`src/rtl/calc_pkg.sv`:
```
// Shared definitions for the calculator operand-entry block.
//   - keypad code constants for the operator, equals and clear keys
//   - entry state encoding (also exported on the debug state port)
//   - key classification type and helper used by the entry FSM
package calc_pkg;

    localparam int DIGITS_DEFAULT = 4;

    localparam logic [3:0] KEY_PLUS  = 4'd10;
    localparam logic [3:0] KEY_MINUS = 4'd11;
    localparam logic [3:0] KEY_EQ    = 4'd12;
    localparam logic [3:0] KEY_CLR   = 4'd13;

    localparam logic [2:0] IDLE   = 3'd0;
    localparam logic [2:0] OP1    = 3'd1;
    localparam logic [2:0] OP2    = 3'd2;
    localparam logic [2:0] WAIT   = 3'd3;
    localparam logic [2:0] RESULT = 3'd4;

    typedef enum logic [2:0] {
        KC_DIGIT,
        KC_ADDSUB,
        KC_EQ,
        KC_CLR,
        KC_NONE
    } key_class_e;

    // Codes 14 and 15 are reserved and fall into KC_NONE so they are ignored.
    function automatic key_class_e classify_key(input logic [3:0] code);
        key_class_e cls;
        if (code <= 4'd9) begin
            cls = KC_DIGIT;
        end else if ((code == KEY_PLUS) || (code == KEY_MINUS)) begin
            cls = KC_ADDSUB;
        end else if (code == KEY_EQ) begin
            cls = KC_EQ;
        end else if (code == KEY_CLR) begin
            cls = KC_CLR;
        end else begin
            cls = KC_NONE;
        end
        return cls;
    endfunction

endpackage

```
`src/rtl/key_edge_det.sv`:
```
// Keypad edge detector.
// Registers the key_valid level and produces a one-cycle key_stb in the
// cycle after key_valid rises, together with the key_code captured in the
// edge-detect cycle. Holding a key therefore yields exactly one strobe.
// Ports:
//   clk, reset    : clock and synchronous active-high reset
//   key_valid     : level from the keypad scanner
//   key_code      : code presented by the scanner
//   key_stb       : one-cycle pulse, one per key press
//   key_sampled   : key_code captured on the rising edge of key_valid
module key_edge_det (
    input  logic       clk,
    input  logic       reset,
    input  logic       key_valid,
    input  logic [3:0] key_code,
    output logic       key_stb,
    output logic [3:0] key_sampled
);

    logic       key_valid_d_q, key_valid_d_d;
    logic       stb_q, stb_d;
    logic [3:0] code_q, code_d;

    always_comb begin
        key_valid_d_d = key_valid;
        stb_d         = key_valid & ~key_valid_d_q;
        code_d        = stb_d ? key_code : code_q;
    end

    always_ff @(posedge clk) begin
        if (reset) begin
            key_valid_d_q <= 1'b0;
            stb_q         <= 1'b0;
            code_q        <= 4'd0;
        end else begin
            key_valid_d_q <= key_valid_d_d;
            stb_q         <= stb_d;
            code_q        <= code_d;
        end
    end

    assign key_stb     = stb_q;
    assign key_sampled = code_q;

endmodule

```
`src/rtl/calc_key_entry.sv`:
```
// Calculator operand-entry stage.
// Turns keypad presses into two packed-BCD operands (reg1, reg2) and an
// add/subtract select (regop) for the ALU, and selects what the display
// shows. After '=' the block waits one cycle for the ALU's registered
// result, then raises res_ready until the next digit starts a new entry.
// Ports:
//   clk, reset  : clock and synchronous active-high reset
//   key_valid   : keypad level, a key acts once per rising edge
//   key_code    : 0-9 digits, 10 '+', 11 '-', 12 '=', 13 clear
//   reg1, reg2  : operands, packed BCD, most significant digit on top
//   regop       : 1 = add, 0 = subtract
//   disp        : operand currently shown
//   entry_full  : operand being edited already holds DIGITS digits
//   res_ready   : ALU result valid for display
//   state       : entry state, for debug
module calc_key_entry
    import calc_pkg::*;
#(
    parameter int DIGITS = DIGITS_DEFAULT
) (
    input  logic                clk,
    input  logic                reset,
    input  logic                key_valid,
    input  logic [3:0]          key_code,
    output logic [4*DIGITS-1:0] reg1,
    output logic [4*DIGITS-1:0] reg2,
    output logic                regop,
    output logic [4*DIGITS-1:0] disp,
    output logic                entry_full,
    output logic                res_ready,
    output logic [2:0]          state
);

    localparam int W  = 4 * DIGITS;
    localparam int CW = $clog2(DIGITS + 1);
    localparam logic [CW-1:0] CNT_FULL = CW'(DIGITS);

    logic       key_stb;
    logic [3:0] key_d;
    key_class_e kcls;

    key_edge_det u_edge (
        .clk         (clk),
        .reset       (reset),
        .key_valid   (key_valid),
        .key_code    (key_code),
        .key_stb     (key_stb),
        .key_sampled (key_d)
    );

    assign kcls = classify_key(key_d);

    logic [W-1:0]  reg1_q, reg1_d;
    logic [W-1:0]  reg2_q, reg2_d;
    logic          regop_q, regop_d;
    logic [CW-1:0] cnt1_q, cnt1_d;
    logic [CW-1:0] cnt2_q, cnt2_d;
    logic [2:0]    state_q, state_d;

    // A digit may be appended unless it is a leading zero or the operand
    // is already full.
    logic app1_ok, app2_ok;
    assign app1_ok = !((reg1_q == '0) && (key_d == 4'd0)) && (cnt1_q != CNT_FULL);
    assign app2_ok = !((reg2_q == '0) && (key_d == 4'd0)) && (cnt2_q != CNT_FULL);

    logic is_digit, is_addsub, is_eq, is_clr;
    assign is_digit  = key_stb && (kcls == KC_DIGIT);
    assign is_addsub = key_stb && (kcls == KC_ADDSUB);
    assign is_eq     = key_stb && (kcls == KC_EQ);
    assign is_clr    = key_stb && (kcls == KC_CLR);

    always_comb begin
        reg1_d  = reg1_q;
        reg2_d  = reg2_q;
        regop_d = regop_q;
        cnt1_d  = cnt1_q;
        cnt2_d  = cnt2_q;
        state_d = state_q;

        if (is_clr) begin
            reg1_d  = '0;
            reg2_d  = '0;
            regop_d = 1'b1;
            cnt1_d  = '0;
            cnt2_d  = '0;
            state_d = IDLE;
        end else begin
            case (state_q)
                IDLE: begin
                    if (is_digit) begin
                        if (app1_ok) begin
                            reg1_d = {reg1_q[W-5:0], key_d};
                            cnt1_d = cnt1_q + CW'(1);
                        end
                        state_d = OP1;
                    end else if (is_addsub) begin
                        // Operator first: operand 1 is taken as zero.
                        regop_d = (key_d == KEY_PLUS);
                        reg1_d  = '0;
                        cnt1_d  = '0;
                        reg2_d  = '0;
                        cnt2_d  = '0;
                        state_d = OP2;
                    end
                end
                OP1: begin
                    if (is_digit) begin
                        if (app1_ok) begin
                            reg1_d = {reg1_q[W-5:0], key_d};
                            cnt1_d = cnt1_q + CW'(1);
                        end
                    end else if (is_addsub) begin
                        regop_d = (key_d == KEY_PLUS);
                        reg2_d  = '0;
                        cnt2_d  = '0;
                        state_d = OP2;
                    end
                end
                OP2: begin
                    if (is_digit) begin
                        if (app2_ok) begin
                            reg2_d = {reg2_q[W-5:0], key_d};
                            cnt2_d = cnt2_q + CW'(1);
                        end
                    end else if (is_addsub) begin
                        // Operator may be corrected only before operand 2
                        // has any digits; there is no operation chaining.
                        if (cnt2_q == '0) begin
                            regop_d = (key_d == KEY_PLUS);
                        end
                    end else if (is_eq) begin
                        state_d = WAIT;
                    end
                end
                WAIT: begin
                    // One cycle for the ALU's registered output to settle.
                    state_d = RESULT;
                end
                RESULT: begin
                    if (is_digit) begin
                        reg1_d  = {{(W-4){1'b0}}, key_d};
                        cnt1_d  = (key_d != 4'd0) ? CW'(1) : '0;
                        reg2_d  = '0;
                        cnt2_d  = '0;
                        state_d = OP1;
                    end
                end
                default: begin
                    state_d = IDLE;
                end
            endcase
        end
    end

    always_ff @(posedge clk) begin
        if (reset) begin
            reg1_q  <= '0;
            reg2_q  <= '0;
            regop_q <= 1'b1;
            cnt1_q  <= '0;
            cnt2_q  <= '0;
            state_q <= IDLE;
        end else begin
            reg1_q  <= reg1_d;
            reg2_q  <= reg2_d;
            regop_q <= regop_d;
            cnt1_q  <= cnt1_d;
            cnt2_q  <= cnt2_d;
            state_q <= state_d;
        end
    end

    // Display shows operand 1 until operand 2 has a digit; after '=' it
    // shows operand 2's slot, which downstream swaps for the ALU result.
    always_comb begin
        disp       = reg2_q;
        entry_full = 1'b0;
        case (state_q)
            IDLE, OP1: begin
                disp       = reg1_q;
                entry_full = (cnt1_q == CNT_FULL);
            end
            OP2: begin
                disp       = (cnt2_q == '0) ? reg1_q : reg2_q;
                entry_full = (cnt2_q == CNT_FULL);
            end
            default: begin
                disp       = reg2_q;
                entry_full = 1'b0;
            end
        endcase
    end

    assign reg1      = reg1_q;
    assign reg2      = reg2_q;
    assign regop     = regop_q;
    assign res_ready = (state_q == RESULT);
    assign state     = state_q;

endmodule

```
`config.mk`:
```
export PLATFORM = sky130hd
export DESIGN_NAME = calc_key_entry
export DESIGN_NICKNAME = d
export VERILOG_FILES = /design/src/rtl/calc_pkg.sv /design/src/rtl/key_edge_det.sv /design/src/rtl/calc_key_entry.sv
export SDC_FILE = /design/constraint.sdc
export NUM_CORES = 1
export LEC_CHECK = 0
export ABC_AREA = 1
export CAP_MARGIN = 15
export CORE_MARGIN = 5
export CORE_UTILIZATION = 54
export CTS_CLUSTER_DIAMETER = 150
export DETAILED_ROUTE_END_ITERATION = 10
export PLACE_DENSITY = 0.92
export SLEW_MARGIN = 10
export SYNTH_ARGS = -nofsm -noshare
export SYNTH_HDL_FRONTEND = slang
export SYNTH_HIERARCHICAL = 1
export SYNTH_SLANG_ARGS = --single-unit
```
`constraint.sdc`:
```
create_clock -name clk -period 3.2 [get_ports clk]
set_clock_uncertainty 0.1 [all_clocks]
set_input_delay 0.32 -clock clk [delete_from_list [all_inputs] [get_ports clk]]
set_output_delay 0.32 -clock clk [all_outputs]
set_load 0.02 [all_outputs]
```
**Word level (Yosys, flattened, before mapping)**

Cells that the tools add are included.

- Bits in latches: 0
- Word-level logic and storage cells: 113
- Memory bits (writable): 0
- Register bits: 48
- Output and inout port bits: 54
- ROM bits: 0
- Memories: 0

- Order comparisons: 1
- $add $sub $neg: 2
- Eq/ne operators: 28
- Div/mod/pow operators: 0
- Bitwise gates (word level): 2
- Reductions and logical operators: 27
- $mul: 0
- Shift-type cells: 0
- Mux-type cells: 44

Operators with widths:

| cell | number |
|---|---|
| 16-bit two-way mux | 10 |
| 16-bit one-hot mux with 3 select lines | 2 |
| 3-bit two-way mux | 20 |
| 16-bit zero test | 2 |
| 16-bit one-hot mux with 2 select lines | 1 |
| 2-bit != test (second input constant) | 10 |
| 3-bit one-hot mux with 3 select lines | 2 |
| 4-bit == test (second input constant) | 4 |
| 3-bit one-hot mux with 5 select lines | 1 |
| 3-bit by 2-bit == test with 1-bit output (second input constant) | 4 |
| 6-bit AND reduction | 2 |
| 3-bit == test (second input constant) | 3 |
| 3-bit zero test | 3 |
| 3-bit != test (second input constant) | 3 |
| 1-bit logical AND | 8 |
| 3-bit by 1-bit adder with 3-bit output (second input constant) | 2 |
| 3-bit by 1-bit == test with 1-bit output (second input constant) | 2 |
| 1-bit two-way mux | 6 |
| 3-bit nonzero test | 2 |
| 5-bit AND reduction | 1 |
| 4-bit <= comparator (second input constant) | 1 |
| 4-bit zero test | 1 |
| 2-bit by 1-bit != test with 1-bit output (second input constant) | 2 |
| 1-bit one-hot mux with 2 select lines | 2 |
| 8 further kinds | 10 |

**Longest topological paths before layout**

Gate-level depths: netlist of run 1.

- Word-level depth: 11
- Depth in mapped cells: 11
- Depth with buffers taken out: 11

**Hierarchy**

The synthesis of run 1 kept the hierarchy.

By module, submodules not included:

| module | area each (um^2) | cells each | times used | sequential area each (um^2) |
|---|---|---|---|---|
| calc_key_entry | 2391.0 | 343 | 1 | 840.8 |
| key_edge_det | 231.5 | 32 | 1 | 120.1 |

**Least setup slack after synthesis of run 1**

OpenSTA, ideal clock, no wires.

- Path type: flip-flop to output port
- From: register state_q[1], in the netlist state[1]
- To: output entry_full
- Slack: 0.993 ns
- Buffers on the path: 0
- Required time: 2.780 ns
- Data arrival time: 1.787 ns
- Cell stages (with the launch flop): 7
- Cell sequence: dfxtp_1 > inv_4 > nor3_4 > inv_2 > nor2_1 > a21oi_1 > nor4_1

- Word-level cells in the longest chain between the ends: 3
- Elaborated cells between the ends (all ways): 5
- Classes of those cells: eq/ne (2); mux (1); reduce/logical (2)

RTL lines:

| what | line | RTL |
|---|---|---|
| start: declaration | calc_key_entry.sv:58 | `logic [2:0] state_q, state_d;` |
| start signal: assignment | calc_key_entry.sv:169 | `state_q <= state_d;` |
| 3-bit by 1-bit == test with 1-bit output or 3-bit zero test (tied branches) | calc_key_entry.sv:178 | `case (state_q)` |
| 2-bit OR reduction (no source line) | -- |  |
| 1-bit one-hot mux with 2 select lines * | calc_key_entry.sv:178 |  |
| end: declaration | calc_key_entry.sv:29 | `output logic entry_full,` |

Every way passes the cells marked *; elsewhere a longest branch is shown, timed or not.

**Worst setup path in the final report of run 1**

Same ends and word-level chain as after synthesis.

==> results of run 1 <==
per-stage QoR:
step                      area [sq um]  utilization, %  worst slack (ps)
after floorplan                   2620               -               993
after global placement            3230            68.4               806
after detailed placement          3230            68.4               644
after CTS                         3340            70.6               289
after global routing              3340            70.6              39.7
final                             3340            70.6               281
power breakdown:
group	internal (mW)	switching, mW	leakage, nW	total, mW
Sequential	0.663	0.0846	0.391	0.747
Combinational	0.294	0.432	0.894	0.725
Clock	0.232	0.203	0.0552	0.435
cell families after synthesis:
kind of cell	Yosys count	share of synthesized area [%]
adder cells (fa/ha/maj)	4	1.91
AND/OR/NAND/NOR	179	31.8
buffers and inverters	61	10.8
XOR/XNOR	1	0.334
flip-flops	48	36.6
AO/OA/AOI/OAI	82	18.5
state kept, by name (all words and copies together) (netlist names):
register	count
reg1	16
reg2	16
u_edge/key_sampled	4
cnt1_q	3
cnt2_q	3
state	3
regop	1
u_edge/key_stb	1
u_edge/key_valid_d_q	1
area by class of cell:
type                            instances  area (sq um)  area share, %
Clock inverter                          2          35.0           1.05
Tap cell                               67          83.8           2.51
Clock buffer                            6          72.6           2.17
Timing Repair Buffer                   62           616           18.4
Inverter                               50           190           5.70
Multi-Input combinational cell        266          1380           41.3
Sequential cell                        48           961           28.8
tightest hold or removal path, cell delays in order, from the launching register on:
cell	delay [ps]
dfxtp_1	330
inv_1	80
a21oi_1	60
how the worst max path moves through the flow:
stage	start	endpoint	slack, ps	cells after the start
detailed placement	state[1]$_SDFFE_PP0P_	entry_full	640	7
floorplan	state[1]$_SDFFE_PP0P_	entry_full	990	6
CTS	state[1]$_SDFFE_PP0P_	entry_full	290	7
global route	state[1]$_SDFFE_PP0P_	entry_full	40	7
global placement	state[1]$_SDFFE_PP0P_	entry_full	810	7
finish	state[1]$_SDFFE_PP0P_	entry_full	280	7
routing by layer:
metal	global-route usage [%]	wire length, um
met5	0	0
met4	7.90	148
met3	5.53	651
met2	39.1	3340
met1	29.1	2880
placed cells by master (no fill, tap or decap), drive strengths merged:
master	instances
nand3	28
nand4	2
bufinv	1
o21ai	47
clkinv	1
nor3	2
a21oi	33
clkdlybuf4s50	60
clkbuf	6
dfxtp	48
inv	50
xnor2	1
buf	2
a31oi	1
nand2	76
nor4	1
nor2	70
o211ai	1
ha	4
==> out/metrics.yaml, run 1 <==
run_status:
  status: "finished clean"
detailed_routing:
  drtIter0Drc: 230
  routed_wl_um: 7010
  drtAntennaViolNets: 0
  drt-pass1-iter-count: 6
  routedWlPerCell_um: 14.0
  route.detailed.drc: 0
  vias: 2717
  vias_per_cell: 5.42
setup_path:
  critPathKind: "flop to output port"
  required_ps: 2780
  crit_buf_inv: 3
  critPathSlowestCell: "clkdlybuf4s50_1"
  cp_cell_sequence: "inv_4 > nor3_4 > inv_2 > nor2_1 > a21oi_1 > nor4_1 > clkdlybuf4s50_1"
  worstReg2RegStart: "u_edge/key_sampled[3]$_SDFFE_PP0P_"
  crit_path_start_kind: "flop"
  crit_fanout: 9
  cp-end-kind: "output port"
  reg2reg_depth: 7
  slowest_delay_ps: 670
  r2r_setup_slack_ps: 920
  timing.rr.end: "cnt1_q[1]$_SDFFE_PP0P_"
  critPathTopFamily: "buffers and inverters"
  crit_arrival_ps: 2500
synth:
  synthTopCellsByCount: "70 x nand2_1, 65 x nor2_1, 48 x dfxtp_1"
  syn_inst: 375
  yosysMostFrequentCell: "nand2_1"
  yosys.area.top_type_share_pct: 36.6
  synth_seq_cells: 48
  yosysTopAreaCell: "dfxtp_1"
  synth_seq_area_share_pct: 36.6
  synth_ff_type: "dfxtp_1"
  synth_area_leaders: "dfxtp_1 37%, nand2_1 10%, nor2_1 9.3%"
  syn_avg_cell_area_sq_um: 6.99
  syn_area_sq_um: 2620
  syn_nets: 386
  ys_async_sr_fraction_pct: 0
  synth_edf_count: 0
  yosysUniqueCellTypes: 32
  yosys_warnings: 6
placement:
  hpwlAfterDp_um: 5340
  port-buffer-count: 60
  dp_cells: 493
  gp_congestion: 0.912
timing:
  hold_viol: 0
  period_share_pct: 91.2
  finalSetupTns_ps: 0
  finalMaxSlewViolations: 0
  max_freq_ghz: 0.343
  slew_headroom_pct: 56.2
  min_period_ps: 2920
  worst_pin_slew_ps: 656
  rsz0062_at_grt: "no"
  hold-worst-slack_ps: 408
  setup_viol: 0
die:
  die_height_um: 79.7
  row_count: 25
  io_pins: 61
  start_util_pct: 55.5
  dieArea_sq_um: 6350
  core_sq_um: 4720
  fp.dieW_um: 79.7
power_and_ir_drop:
  p_total_mw: 1.91
  power.leakage_nw: 1.34
  power_density_nw_per_um2: 572
  peakVddDrop_mv: 0.350
min_path:
  holdPathEnd: "reg2[13]$_SDFFE_PP0P_"
  hold_path_class: "flop to flop"
  holdPathStages: 2
  hold_start: "reg2[13]$_SDFFE_PP0P_"
clock_network:
  clk_pin_slew_ps: 80
  h-tree-depth: 2
  cts_setup_buffers: 0
  postCtsHoldBufs: 0
  cts_sinks: 48
  cts_buffers: 5
  tritoncts: "built"
  cts-resized-gates: 0
  root_buffer: "clkbuf_8"
  insertion_delay_ps: 300
  cts.path.max_buffers: 2
global_route:
  grt_max_degree: 34
  grt_usage_pct: 23.3
  grt_pass1_vias: 2459
  grt_antenna_before_repair: 0
  globalRoute.totalOverflow: 0
  grt_pass1_wl_um: 11700
layout:
  syn_to_final_growth_pct: 27.2
  final-instance-count-excl-fill: 501
  fillers: 383
  n_antenna_cell: 0
  nNetsFinal: 444
  layout-drive-gt1-share_pct: 12.0
flow_run:
  cap_violations: 0
No activity file was read; power rests on OpenSTA's default activity.
==> run 2, diff against run 1 <==
--- a/config.mk
+++ b/config.mk
@@ -11,6 +11,7 @@
 export CORE_UTILIZATION = 54
 export CTS_CLUSTER_DIAMETER = 150
 export DETAILED_ROUTE_END_ITERATION = 10
+export HOLD_SLACK_MARGIN = 0.12
 export PLACE_DENSITY = 0.92
 export SLEW_MARGIN = 10
 export SYNTH_ARGS = -nofsm -noshare
==> results of run 2 <==
Final layout, timing and power as in run 1 (identical DEF).
